<file path="config.mk">
export PLATFORM = sky130hd
export DESIGN_NAME = calc_sequencer
export DESIGN_NICKNAME = d
export VERILOG_FILES = /design/src/rtl/calc_sequencer.sv
export SDC_FILE = /design/constraint.sdc
export NUM_CORES = 1
export LEC_CHECK = 0
export ABC_AREA = 1
export BUFFER_PORTS_ARGS = -buffer_cell sky130_fd_sc_hd__buf_2
export CAP_MARGIN = 15
export CORE_MARGIN = 3
export CORE_UTILIZATION = 45
export CTS_BUF_LIST = sky130_fd_sc_hd__clkbuf_16
export DETAILED_ROUTE_END_ITERATION = 8
export GPL_ROUTABILITY_DRIVEN = 1
export PLACE_DENSITY = 0.67
export SKIP_LAST_GASP = 1
export SYNTH_ARGS = -nofsm -noshare
export SYNTH_HDL_FRONTEND = slang
export SYNTH_SLANG_ARGS = --single-unit
</file>
<file path="constraint.sdc">
create_clock -name clk -period 3.9 [get_ports clk]
set_input_delay 0.195 -clock clk [delete_from_list [all_inputs] [get_ports clk]]
set_output_delay 0.195 -clock clk [all_outputs]
set_load 0.01 [all_outputs]
</file>
<file path="src/rtl/calc_sequencer.sv">
// rtl/calc_sequencer.sv - command-side sequencer for the accumulating calculator
// Clears the calculator, streams operands in as load/add strobes and captures the checked result.
module calc_sequencer #(
  parameter int DATA_W = 16,
  parameter int RES_W  = 32,
  parameter int CNT_W  = 8
) (
  input  logic              clk,
  input  logic              reset,
  input  logic              start,
  input  logic [CNT_W-1:0]  count,
  input  logic              abort,
  output logic              busy,
  input  logic              op_valid,
  input  logic [DATA_W-1:0] op_data,
  output logic              op_ready,
  output logic [DATA_W-1:0] calc_dIn,
  output logic              calc_clear,
  output logic              calc_load,
  output logic              calc_add,
  input  logic [RES_W-1:0]  calc_result,
  output logic [RES_W-1:0]  sum,
  output logic              done,
  output logic              err
);

  typedef enum logic [2:0] {
    IDLE, CLEAR, ACCEPT, ISSUE, SETTLE, CAPTURE
  } state_t;

  state_t state, next_state;

  logic [CNT_W-1:0]  remaining, remaining_d;
  logic              first, first_d;
  logic [RES_W-1:0]  shadow, shadow_d, sum_d, operand_ext;
  logic [DATA_W-1:0] dIn_d;
  logic              busy_d, op_ready_d, clear_d, load_d, add_d, done_d, err_d;
  logic              aborting, take;

  assign aborting    = abort && (state != IDLE);
  assign take        = (state == ACCEPT) && op_valid && !aborting;
  assign operand_ext = {{(RES_W-DATA_W){1'b0}}, op_data};

  always_ff @(posedge clk or posedge reset) begin
    if (reset) begin
      state      <= IDLE;
      remaining  <= '0;
      first      <= 1'b0;
      shadow     <= '0;
      busy       <= 1'b0;
      op_ready   <= 1'b0;
      calc_dIn   <= '0;
      calc_clear <= 1'b0;
      calc_load  <= 1'b0;
      calc_add   <= 1'b0;
      sum        <= '0;
      done       <= 1'b0;
      err        <= 1'b0;
    end else begin
      state      <= next_state;
      remaining  <= remaining_d;
      first      <= first_d;
      shadow     <= shadow_d;
      busy       <= busy_d;
      op_ready   <= op_ready_d;
      calc_dIn   <= dIn_d;
      calc_clear <= clear_d;
      calc_load  <= load_d;
      calc_add   <= add_d;
      sum        <= sum_d;
      done       <= done_d;
      err        <= err_d;
    end
  end

  always_comb begin
    next_state = state;
    if (aborting) begin
      next_state = IDLE;
    end else begin
      case (state)
        IDLE:    if (start) next_state = CLEAR;
        CLEAR:   next_state = (remaining == '0) ? SETTLE : ACCEPT;
        ACCEPT:  if (op_valid) next_state = ISSUE;
        ISSUE:   next_state = (remaining == '0) ? SETTLE : ACCEPT;
        SETTLE:  next_state = CAPTURE;
        CAPTURE: next_state = IDLE;
        default: next_state = IDLE;
      endcase
    end
  end

  // Outputs are registered, so each one is derived from the state being entered.
  always_comb begin
    remaining_d = remaining;
    first_d     = first;
    shadow_d    = shadow;
    dIn_d       = calc_dIn;
    sum_d       = sum;
    err_d       = err;
    busy_d      = (next_state != IDLE);
    op_ready_d  = (next_state == ACCEPT);
    clear_d     = aborting || (next_state == CLEAR);
    load_d      = 1'b0;
    add_d       = 1'b0;
    done_d      = (next_state == CAPTURE);
    case (state)
      IDLE: begin
        if (start) begin
          remaining_d = count;
          first_d     = 1'b1;
          shadow_d    = '0;
        end
      end
      ACCEPT: begin
        if (take) begin
          dIn_d       = op_data;
          remaining_d = remaining - 1'b1;
          load_d      = first;
          add_d       = !first;
          shadow_d    = first ? operand_ext : shadow + operand_ext;
          first_d     = 1'b0;
        end
      end
      SETTLE: begin
        // The last strobe's effect is visible on calc_result during SETTLE.
        if (!aborting) begin
          sum_d = calc_result;
          err_d = (calc_result != shadow);
        end
      end
      default: begin
      end
    endcase
  end

endmodule

</file>
# --- Word level (Yosys, flattened, before mapping) ---
# Index checks and enable logic that the tools add are counted.
word_totals:
  in_bits: 61
  output_inout_bits: 55
  wordCells: 60
  reg_bits: 99
classes:
  bitwise_logic: 1
  muxes: 19
  reduce_logical: 15
  n_addsub: 2
  eq_ne: 10
op_table:
  columns: ["cell", "count"]
  rows:
  - ["two-way mux 32 bit", 3]
  - ["case mux 32 bit (2 select lines)", 1]
  - ["adder 32 x 16 -> 32 bit", 1]
  - ["inequality test 32 bit", 1]
  - ["two-way mux 8 bit", 2]
  - ["case mux 8 bit (2 select lines)", 1]
  - ["two-way mux 3 bit", 4]
  - ["case mux 3 bit (4 select lines)", 1]
  - ["== test 3 x 2 -> 1 bit, second input constant", 3]
  - ["logical NOT 8 bit", 1]
  - ["subtractor 8 x 1 -> 8 bit, second input constant", 1]
  - ["== test 3 x 1 -> 1 bit, second input constant", 2]
  - ["== test 3 bit, second input constant", 2]
  - ["two-way mux 1 bit", 6]
  - ["nonzero test 3 bit", 2]
  - ["inequality test 2 bit, second input constant", 2]
  - ["AND reduction 2 bit", 2]
  - ["logical AND 1 bit", 3]
  - ["logical NOT 3 bit", 1]
  - ["AND reduction 3 bit", 1]
  - ["logical NOT 1 bit", 2]
  - ["case mux 1 bit (2 select lines)", 1]
  - ["nonzero test 2 bit", 1]
  - ["OR reduction 2 bit", 1]
  - ["2 further kinds", 2]

# --- Logic depth before layout (Yosys ltp) ---
# Gate-level depths: netlist of run 1.
logic_depth:
  ltp_word: 6
  ltp_mapped: 13
  mapped_depth_nobuf: 13

# --- Least setup slack after synthesis of run 1 ---
# No wires, ideal clock.
synth_path:
  kind: "register to register"
  start: "register shadow[0]"
  end: "register shadow[24]"
  synth_period_minus_slack_ns: 1.820
  stages_incl_launch_ff: 13
  path_buffers: 0
  t_arrival_ns: 1.703
  setup_time_ns: 0.117
  t_required_ns: 3.783
  setup_slack_ns: 2.080
  path_cell_list: "dfrtp_1 -> ha_1 -> fa_1 -> nand2_1 -> nand3_1 -> nand3_1 -> nand2_1 -> nand2_1 -> nand2_1 -> nand3_1 -> nand2_1 -> nand2_1 -> nor2_1"
synth_via:
  elab_chain_cells: 4
synth_lines:
  columns: ["element", "line", "text"]
  rows:
  - ["start: declaration", "35", "logic [RES_W-1:0] shadow, shadow_d, sum_d, operand_ext;"]
  - ["start signal: assignment", "63", "shadow <= shadow_d;"]
  - ["adder 32 x 16 -> 32 bit", "121", "shadow_d = first ? operand_ext : shadow + operand_ext;"]
  - ["two-way mux 32 bit", "121", null]
  - ["two-way mux 32 bit", "116", "if (take) begin"]
  - ["case mux 32 bit (2 select lines)", "107", "case (state)"]
# Every way passes these cells. The select of a mux whose other input is x is not followed.
# A chain may end at the register's enable or synchronous reset.

# --- Worst setup path after layout of run 1 ---
layout_path:
  start: "register state[2]"
  end: "register shadow[18]"
layout_via:
  elab_chain_cells: 6
  elab_cells_between_ends: 12
  cone_classes: "3 x eq/ne; 1 x mux; 8 x reduce/logical"
layout_lines:
  columns: ["element", "line", "text"]
  rows:
  - ["start: declaration", "31", "state_t state, next_state;"]
  - ["start signal: assignment", "60", "state <= next_state;"]
  - ["nonzero test 3 bit", "40", "assign aborting = abort && (state != IDLE);"]
  - ["logical AND 1 bit", "40", null]
  - ["logical NOT 1 bit", null, null]
  - ["logical AND 1 bit", "41", "assign take = (state == ACCEPT) && op_valid && !aborting;"]
  - ["inequality test 2 bit (no line)", null, null]
  - ["AND reduction 3 bit (no line)", null, null]
# Several ways; a longest one is shown, not always the timed one.

==> impl_metrics.env, run 1 <==
export IMPL_port_buffers=115
export IMPL_setup_viol=0
export IMPL_gp_congestion=0.870
export IMPL_hold_slack_ns=0.0549
export IMPL_synth_cell_type_count=45
export IMPL_dr_total_vias=5189
export IMPL_final_nets=921
export IMPL_cap_violations=0
export IMPL_start_util=0.472
export IMPL_min_period_ns=2.55
export IMPL_cts_resized=0
export IMPL_ioPinCount=116
export IMPL_topRoutingLayerUsed="met4"
export IMPL_overflow=0
export IMPL_final_setup_tns_ns=0
export IMPL_crit_arrival_ns=2.80
export IMPL_crit_fanout=24
export IMPL_cp_end_kind="flip-flop"
export IMPL_total_power_uw=4160
export IMPL_drc=0
export IMPL_drive_above_1_share=0.223
export IMPL_start_kind="flip-flop"
export IMPL_power_leakage_uw=0.00355
export IMPL_synthCells=731
export IMPL_route_met3_wl_microns=729
export IMPL_antenna_found_initial=0
export IMPL_hold_violations=0
export IMPL_syn_nets=810
export IMPL_pwr_share_comb=0.405
export IMPL_drt_iter0_markers=340
export IMPL_placed_area_sq_um=6490
export IMPL_cts_root_buf="clkbuf_16"
export IMPL_wire_per_inst_microns=14.3
export IMPL_die_x_microns=119
export IMPL_insertedDiodeCount=0
export IMPL_rows=40
export IMPL_vias_per_cell=5.11
export IMPL_wl_met2_microns=6560
export IMPL_grt_pass1_vias=5003
export IMPL_r2r_cells=8
export IMPL_fill_cells=1195
export IMPL_totalWireLength_microns=14500
export IMPL_clock_sinks=99
export IMPL_seqPwrFrac=0.372
export IMPL_yosysSeqAreaShare=0.428
export IMPL_outcome="complete, no violations"
export IMPL_p_clk_frac=0.224
export IMPL_ir_worst_vdd_v=0.000417
export IMPL_mostFrequentLayoutCell="nand2_1"
export IMPL_clkLatencyLatePin_ns=0.35
export IMPL_worst_pin_slew_ns=1.03
export IMPL_synth_seq_cells=99
export IMPL_hpwl_microns=10900
export IMPL_stdcell_area_sq_um=6800
export IMPL_cts_setup_buffers=0
export IMPL_postCtsHoldBufs=0
export IMPL_holdCritPathClass="primary input to asynchronous set/reset pin"
export IMPL_dp_cells=999
export IMPL_p_per_area_nw_per_um2=613
export IMPL_core_area_sq_um=12300
export IMPL_sw_frac_of_total=0.408
export IMPL_relSlewSlack=0.312
export IMPL_intPower_uw=2460
export IMPL_critPathKind="flip-flop to flip-flop"
export IMPL_postSynthAreaPerCell_sq_um=7.91
export IMPL_htreeDepth=3
export IMPL_synth_edff_count=0
export IMPL_clk_path_buf_depth=2
export IMPL_dr_pass1_iters=5
export IMPL_grt_total_usage=0.210
export IMPL_path_clk_slew_ns=0.07
export IMPL_ys_warnings_count=0
export IMPL_syn2layout_area_growth_pct=17.5
export IMPL_grt_pass1_wl_microns=24300
export IMPL_rsz0062_at_grt="false"
export IMPL_grt_max_degree=77
export IMPL_design_die_area_sq_um=14300
export IMPL_stdcell_count=1015
export IMPL_die_y_microns=119
export IMPL_cts_tree="yes"
export IMPL_drtAntennaViolNets=0
export IMPL_period_share=0.655
export IMPL_cp_required_ns=4.15
export IMPL_power_net_switching_uw=1700
export IMPL_synth_async_reset_ratio=1.00
export IMPL_mostFrequentLayoutCells="225 x nand2_1, 115 x buf_2, 99 x dfrtp_1"
export IMPL_fmax_mhz=392
export IMPL_report_final_slew_viol_count=0
export IMPL_dominantRegCellSynth="dfrtp_1"
export IMPL_numCtsBuffers=9
export IMPL_fin_skew_ns=0.00900
export IMPL_syn_cell_area_sq_um=5780
export IMPL_met1Wirelength_microns=7020
sequential cells by signal, indices dropped and copies added, names as in the netlist:
name,count
calc_add,1
done,1
first,1
shadow,32
op_ready,1
remaining,8
state,3
calc_dIn,16
calc_load,1
calc_clear,1
sum,32
busy,1
err,1
worst max-delay path, stage by stage, from the launching register on:
cell     delay (ns)
dfrtp_1        0.42
nor2_2         0.15
nand4_2        0.54
nand2_4        0.51
inv_2          0.27
a21oi_2        0.24
inv_2          0.15
nand2_1        0.10
nor2_1         0.04
synth_stat cells (all sizes together), types with 3 or more instances:
cell type / n / area (sq um)
o221ai: 3 / 26.3
mux2: 30 / 338
xor2: 14 / 123
o21a: 3 / 22.5
nor3: 17 / 95.1
clkbuf: 3 / 11.3
nor2: 76 / 313
a22oi: 4 / 30.0
ha: 17 / 213
nand3b: 3 / 22.5
dfrtp: 99 / 2480
o21ai: 27 / 135
xnor2: 13 / 114
nand2: 229 / 875
a21oi: 25 / 129
inv: 74 / 278
nand3: 46 / 248
nand4: 7 / 50.1
buf: 13 / 78.8
or2: 7 / 43.8
o211ai: 7 / 52.6
logic make-up (layout without fill, tap and decap cells):
| logic type | Yosys count | after routing | share of synthesized area |
|---|---|---|---|
| xor gates and xnor gates | 27 | 27 | 0.0409 |
| DFF | 99 | 99 | 0.428 |
| buffers and inverters | 90 | 206 | 0.0636 |
| AOI/OAI and AO/OA | 77 | 77 | 0.0783 |
| and+or+nand+nor | 390 | 390 | 0.290 |
| muxes | 30 | 30 | 0.0584 |
| adders and majority gates | 18 | 18 | 0.0402 |
power by group through the flow:
stage	Sequential [uW]	Clock (uW)	Combinational [uW]
global route	1590	994	1920
finish	1550	932	1690
detailed placement	1560	0	1680
global placement	1550	0	1640
floorplan	1600	0	1120
CTS	1540	954	1690
stage by stage:
step / util / worst slack, ns
2_1_floorplan: - / 1.11
3_5_place_dp: 0.529 / 1.33
3_3_place_gp: 0.529 / 1.39
4_1_cts: 0.554 / 1.31
5_1_grt: 0.554 / 1.06
6_report: 0.554 / 1.35
routing by layer:
metal / track usage / vias to the layer above
met5: 0 / -
met1: 0.297 / 2452
met3: 0.0370 / 16
li1: - / 2587
met2: 0.330 / 134
met4: 0.0651 / 0
path summary, 6_finish.rpt:
kind | start | endpoint | slack (ns)
worst min register to register | calc_dIn[9] | calc_dIn[9] | 0.48
max in group asynchronous | reset | sum[8] | 2.96
worst max-delay path | state[2] | shadow[18] | 1.35
min in group clk | op_data[5] | calc_dIn[5] | 0.08
worst max register to register | state[2] | shadow[18] | 1.35
worst min-delay path | reset | busy | 0.05
layout make-up:
cell class              instances  area [sq um]  share of cell area
clock buffers                   9           225              0.0331
clock inverters                 7          82.6              0.0121
inverters                      74           280              0.0412
multi-input cells             542          2940               0.432
flip-flops and latches         99          2480               0.364
well taps                     168           210              0.0309
repair buffers                116           583              0.0858
Power figures use the tool's default switching activity.
==> inputs of run 2 (changes only) <==
--- a/config.mk
+++ b/config.mk
@@ -5,7 +5,7 @@
 export SDC_FILE = /design/constraint.sdc
 export NUM_CORES = 1
 export LEC_CHECK = 0
-export ABC_AREA = 1
+export ABC_AREA = 0
 export BUFFER_PORTS_ARGS = -buffer_cell sky130_fd_sc_hd__buf_2
 export CAP_MARGIN = 15
 export CORE_MARGIN = 3
@@ -13,7 +13,7 @@
 export CTS_BUF_LIST = sky130_fd_sc_hd__clkbuf_16
 export DETAILED_ROUTE_END_ITERATION = 8
 export GPL_ROUTABILITY_DRIVEN = 1
-export PLACE_DENSITY = 0.67
+export PLACE_DENSITY = 0.7
 export SKIP_LAST_GASP = 1
 export SYNTH_ARGS = -nofsm -noshare
 export SYNTH_HDL_FRONTEND = slang
==> constraint.sdc (replaced) <==
create_clock -name clk -period 2.3 [get_ports clk]
set_input_delay 0.115 -clock clk [delete_from_list [all_inputs] [get_ports clk]]
set_output_delay 0.115 -clock clk [all_outputs]
set_load 0.01 [all_outputs]
==> run 2 against run 1 <==
Compared with the run above:
- the run now ends with setup timing left
- die area is 4.5% lower
- register-to-register slack got worse by 1.4 ns
- non-clock buffer count rose by 62
- critical endpoint is now shadow[20]
- largest cell class unchanged
==> impl_metrics.env, run 2 <==
export IMPL_clock_sinks=99
export IMPL_yosysSeqAreaShare=0.449
export IMPL_cp_end_kind="flip-flop"
export IMPL_critPathKind="flip-flop to flip-flop"
export IMPL_insertedDiodeCount=0
export IMPL_syn_cell_area_sq_um=5510
export IMPL_yosysMostFrequentCell="dfrtp_1"
export IMPL_hpwl_microns=11100
export IMPL_relSlewSlack=0.467
export IMPL_synth_seq_cells=99
export IMPL_cp_required_ns=2.59
export IMPL_clk_path_buf_depth=2
export IMPL_fmax_mhz=425
export IMPL_violations="setup timing"
export IMPL_antenna_found_initial=0
export IMPL_start_kind="flip-flop"
export IMPL_design_die_area_sq_um=13600
export IMPL_port_buffers=115
export IMPL_ioPinCount=116
export IMPL_ys_warnings_count=0
export IMPL_synth_top_area_cell="dfrtp_1"
export IMPL_synth_async_reset_ratio=1.00
export IMPL_min_period_ns=2.35
export IMPL_synth_commonest_cells="99 x dfrtp_1, 90 x nand2_1, 40 x a21oi_1, 36 x o21ai_0, 34 x xor2_1"
export IMPL_power_leakage_uw=0.00352
export IMPL_mostFrequentLayoutCells="115 x buf_2, 99 x dfrtp_1, 90 x nand2_1"
export IMPL_vias_per_cell=5.60
export IMPL_clkLatencyLatePin_ns=0.35
export IMPL_fill_cells=1024
export IMPL_grt_pass1_vias=4883
export IMPL_wire_per_inst_microns=17.0
export IMPL_dp_cells=851
export IMPL_holdCritPathClass="primary input to flip-flop"
export IMPL_overflow=0
export IMPL_syn2layout_area_growth_pct=28.5
export IMPL_synth_cell_type_count=58
export IMPL_gp_congestion=0.889
export IMPL_mostFrequentLayoutCell="buf_2"
export IMPL_report_final_slew_viol_count=0
export IMPL_seqCellArea_sq_um=2480
export IMPL_period_share=1.02
export IMPL_rows=39
export IMPL_worst_pin_slew_ns=0.798
export IMPL_p_per_area_nw_per_um2=805
export IMPL_fin_skew_ns=0.00693
export IMPL_setup_viol=3
export IMPL_drive_above_1_share=0.329
export IMPL_rsz0062_at_grt="true"
export IMPL_multiInputGateArea_sq_um=2930
export IMPL_numCtsBuffers=9
export IMPL_core_area_sq_um=11700
export IMPL_final_setup_tns_ns=-0.0784
export IMPL_crit_fanout=8
export IMPL_final_nets=809
export IMPL_ir_worst_vdd_v=0.000678
export IMPL_grt_total_usage=0.225
export IMPL_dr_pass1_iters=5
export IMPL_dr_total_vias=4916
export IMPL_hold_violations=0
export IMPL_die_x_microns=117
export IMPL_crit_arrival_ns=2.64
export IMPL_grt_pass1_wl_microns=24000
export IMPL_die_y_microns=117
export IMPL_dominantRegCellSynth="dfrtp_1"
export IMPL_start_util=0.471
export IMPL_synth_area_leaders="dfrtp_1 45%, mux2_2 6.3%, nand2_1 6.1%"
export IMPL_stdcell_count=878
export IMPL_grt_max_degree=40
export IMPL_synthCells=567
export IMPL_cap_violations=0
export IMPL_cts_root_buf="clkbuf_16"
export IMPL_outcome="complete, but fails checks"
export IMPL_syn_nets=646
export IMPL_synth_edff_count=0
export IMPL_htreeDepth=3
export IMPL_totalWireLength_microns=14900
export IMPL_finish_utilization=0.605
export IMPL_drc=0
export IMPL_drt_iter0_markers=246
export IMPL_path_clk_slew_ns=0.07
export IMPL_synth_top_area_frac=0.449
export IMPL_largest_registers="shadow x32, sum x32, calc_dIn x16"
export IMPL_postSynthAreaPerCell_sq_um=9.72
export IMPL_setup_slack_ns=-0.0504
export IMPL_cts_tree="yes"
export IMPL_drtAntennaViolNets=0
## run 2: cell types whose count changed in the layout (fill, tap and decap cells not counted), sizes merged, moves of 11 or more
cell   delta
nor2     -44
a21oi    +15
nand3    -35
xor2     +20
nor4     +11
o21ai    +11
inv      -70
nand2   -139
buf      +54
## run 2: power by group
| group | switching, uW | leakage, uW | internal [uW] | total, uW |
|---|---|---|---|---|
| clock network | 681 | 0.000165 | 1060 | 1740 |
| registers | 202 | 0.00129 | 2070 | 2270 |
| logic | 922 | 0.00207 | 766 | 1690 |
## run 2: worst paths after layout
kind                               from           end  slack, ns  depth (start not counted)
setup / recovery              shadow[0]    shadow[20]      -0.05                          9
hold / removal               op_data[7]   calc_dIn[7]      0.005                          3
setup reg to reg              shadow[0]    shadow[20]      -0.05                          9
hold reg to reg            calc_dIn[10]  calc_dIn[10]       0.47                          2
max in group asynchronous         reset   calc_dIn[5]       1.20                          4
min in group asynchronous         reset       sum[21]       0.45                          3
## run 2: stage by stage
step                      hold WS (ns)  area [sq um]  power [uW]  setup WS (ns)
after global placement           0.279          6590        3890        -0.0493
after CTS                    0.0000643          7030        5720        -0.0863
after detailed placement         0.304          6590        3960         -0.135
after global routing           0.00231          7080        6040         -0.143
after floorplan                  0.220          5520        3240         0.0423
final                          0.00535          7080        5700        -0.0504
## run 2: routing by layer
| metal | global-route usage | routed length [microns] |
|---|---|---|
| met5 | 0 | 0 |
| met4 | 0.0642 | 222 |
| met3 | 0.0440 | 876 |
| met2 | 0.376 | 7280 |
| met1 | 0.300 | 6510 |
## run 2: kinds of logic after synthesis
logic type	count (synthesis)	synth area share
simple gates	197	0.173
fa+ha+maj	18	0.0422
xor+xnor	41	0.0652
mux	41	0.0820
flops	99	0.449
compound gates	137	0.160
buf+inv	34	0.0286
## run 2: cell type report
| cell class | instances | area share |
|---|---|---|
| clock inverter | 7 | 0.0164 |
| clock buffer | 9 | 0.0318 |
| tap | 143 | 0.0253 |
| multi-input combinational | 434 | 0.413 |
| inverter | 8 | 0.00477 |
| timing repair buffer | 178 | 0.158 |
| sequential | 99 | 0.350 |
## run 2: worst max-delay path, cell delays in order, from the launching register on
cell,delay [ns]
dfrtp_1,0.37
ha_2,0.21
fa_2,0.23
a21oi_2,0.07
o211ai_1,0.26
a41oi_2,0.16
a21o_1,0.24
buf_6,0.14
or4_4,0.50
a21oi_2,0.12
## run 2: timing repair
action                                  4_1_cts  5_1_grt
endpoints found under the hold margin        39        0
hold buffers                                  8        0
setup buffers                                 1        2
endpoints found under the setup margin       10       12
resized for setup                             4       11
pin swaps                                     2        8
==> inputs of run 3 (changes only) <==
--- a/config.mk
+++ b/config.mk
@@ -8,7 +8,6 @@
 export ABC_AREA = 0
 export BUFFER_PORTS_ARGS = -buffer_cell sky130_fd_sc_hd__buf_2
 export CAP_MARGIN = 15
-export CORE_MARGIN = 3
 export CORE_UTILIZATION = 45
 export CTS_BUF_LIST = sky130_fd_sc_hd__clkbuf_16
 export DETAILED_ROUTE_END_ITERATION = 8
==> run 3 against run 2 <==
Compared with the run above:
- the flow still finishes with violations (setup timing)
- non-clock buffer count is 16 lower
- wire length is 3.1% lower
- utilization is 2.4 points lower
- critical path type unchanged
- largest cell class unchanged
- largest power group unchanged
==> impl_metrics.env, run 3 (same netlist as run 2, synthesis figures left out) <==
export IMPL_clkLatencyLatePin_ns=0.35
export IMPL_critPathKind="flip-flop to flip-flop"
export IMPL_cp_end_kind="flip-flop"
export IMPL_syn2layout_area_growth_pct=26.0
export IMPL_numCtsBuffers=9
export IMPL_die_x_microns=113
export IMPL_grt_pass1_vias=4865
export IMPL_htreeDepth=3
export IMPL_cts_root_buf="clkbuf_16"
export IMPL_path_clk_slew_ns=0.07
export IMPL_fmax_mhz=432
export IMPL_ioPinCount=116
export IMPL_cap_violations=0
export IMPL_vias_per_cell=5.65
export IMPL_grt_total_usage=0.239
export IMPL_design_die_area_sq_um=12700
export IMPL_final_nets=794
export IMPL_overflow=0
export IMPL_dr_pass1_iters=5
export IMPL_grt_max_degree=100
export IMPL_drc=0
export IMPL_grt_pass1_wl_microns=23700
export IMPL_holdCritPathClass="primary input to flip-flop"
export IMPL_wire_per_inst_microns=16.6
export IMPL_rows=40
export IMPL_min_period_ns=2.31
export IMPL_hold_violations=0
export IMPL_gp_congestion=0.876
export IMPL_p_per_area_nw_per_um2=761
export IMPL_mostFrequentLayoutCell="buf_2"
export IMPL_outcome="complete, but fails checks"
export IMPL_r2r_cells=7
export IMPL_dr_total_vias=4900
export IMPL_rr_endpoint="shadow[20]"
export IMPL_setup_slack_ns=-0.0122
export IMPL_port_buffers=115
export IMPL_cp_required_ns=2.58
export IMPL_relSlewSlack=0.595
export IMPL_drive_above_1_share=0.326
export IMPL_worst_pin_slew_ns=0.607
export IMPL_insertedDiodeCount=0
export IMPL_antenna_found_initial=0
export IMPL_hpwl_microns=10400
export IMPL_clk_path_buf_depth=2
export IMPL_drt_iter0_markers=361
export IMPL_die_y_microns=113
export IMPL_fin_skew_ns=0.00509
export IMPL_r2r_start="shadow[7]"
export IMPL_core_area_sq_um=12000
export IMPL_crit_arrival_ns=2.59
export IMPL_cts_tree="yes"
export IMPL_holdPathEnd="calc_dIn[6]"
export IMPL_violations="setup timing"
export IMPL_mostFrequentLayoutCells="115 x buf_2, 99 x dfrtp_1, 90 x nand2_1"
export IMPL_final_setup_tns_ns=-0.0122
export IMPL_holdPathStages=3
export IMPL_crit_fanout=6
export IMPL_ir_worst_vdd_v=0.000355
export IMPL_setup_viol=1
export IMPL_power_leakage_uw=0.00340
export IMPL_rsz0062_at_grt="true"
export IMPL_drtAntennaViolNets=0
export IMPL_report_final_slew_viol_count=0
export IMPL_hold_start="op_data[6]"
export IMPL_period_share=1.01
export IMPL_start_util=0.461
export IMPL_clock_sinks=99
export IMPL_finish_utilization=0.581
export IMPL_totalWireLength_microns=14400
export IMPL_largest_registers="shadow x32, sum x32, calc_dIn x16"
export IMPL_start_kind="flip-flop"
export IMPL_fill_cells=1057
export IMPL_rrSetupSlack_ns=-0.01
-- run 3: cell count changes in the layout (fill, tap and decap cells not counted), moves of 4 or more --
cell / delta
o21ai_0: -5
dlygate4sd3_1: -4
buf_4: -10
clkinv_1: +4
o21ai_1: +5
-- run 3: repair_timing --
item	in CTS	in global routing
pin swaps	3	14
resized for setup	4	28
buffers inserted	3	2
setup endpoints to repair	9	12
cloned	1	0
hold buffers	4	0
endpoints found under the hold margin	102	0
-- run 3: how the worst max path moves through the flow --
stage / from / end / slack, ns / depth (start not counted)
finish: shadow[7] / shadow[20] / -0.01 / 7
global route: shadow[7] / shadow[24] / -0.12 / 7
CTS: shadow[2] / shadow[23] / 0.001 / 9
detailed placement: shadow[0] / shadow[18] / -0.18 / 8
global placement: shadow[0] / shadow[18] / -0.08 / 8
floorplan: shadow[0] / shadow[18] / 0.04 / 9
-- run 3: layout make-up --
class	count	area (sq um)	area share
clock buffer	9	225	0.0324
clock inverter	7	35.0	0.00505
inverter	8	33.8	0.00486
multi-input combinational	435	3010	0.434
sequential	99	2480	0.357
tap	147	184	0.0265
timing repair buffer	162	976	0.141
-- run 3: worst max-delay path, cell delays in order, from the launching register on --
cell and delay [ns]:
dfrtp_1 0.38, ha_1 0.39, a211oi_1 0.12, o21ai_1 0.27, a21oi_2 0.14, a21o_2 0.28
or4_4 0.52, a21oi_2 0.14
-- run 3: metal layers --
layer  track usage  vias up  routed length, microns
met5             0        -                       0
met4         0.108        0                     463
met3        0.0464       35                     670
met2         0.394      155                    6830
met1         0.304     2372                    6460
li1              -     2338                       -
-- run 3: power by group --
part	leakage, uW	total, uW	switching [uW]	internal, uW
clock network	0.000121	1360	642	716
logic	0.00199	1640	907	734
registers	0.00129	2280	212	2070
-- run 3: metrics by stage --
| stage | worst slack (ns) | hold slack, ns | power [uW] | instances | cell area (sq um) |
|---|---|---|---|---|---|
| floorplan | 0.0423 | 0.220 | 3240 | 567 | 5520 |
| global placement | -0.0841 | 0.312 | 3840 | 841 | 6470 |
| detailed placement | -0.183 | 0.317 | 3890 | 841 | 6470 |
| CTS | 0.00143 | 0.0000291 | 5280 | 865 | 6820 |
| global route | -0.115 | 0.0108 | 5600 | 867 | 6940 |
| finish | -0.0122 | 0.00683 | 5280 | 867 | 6940 |
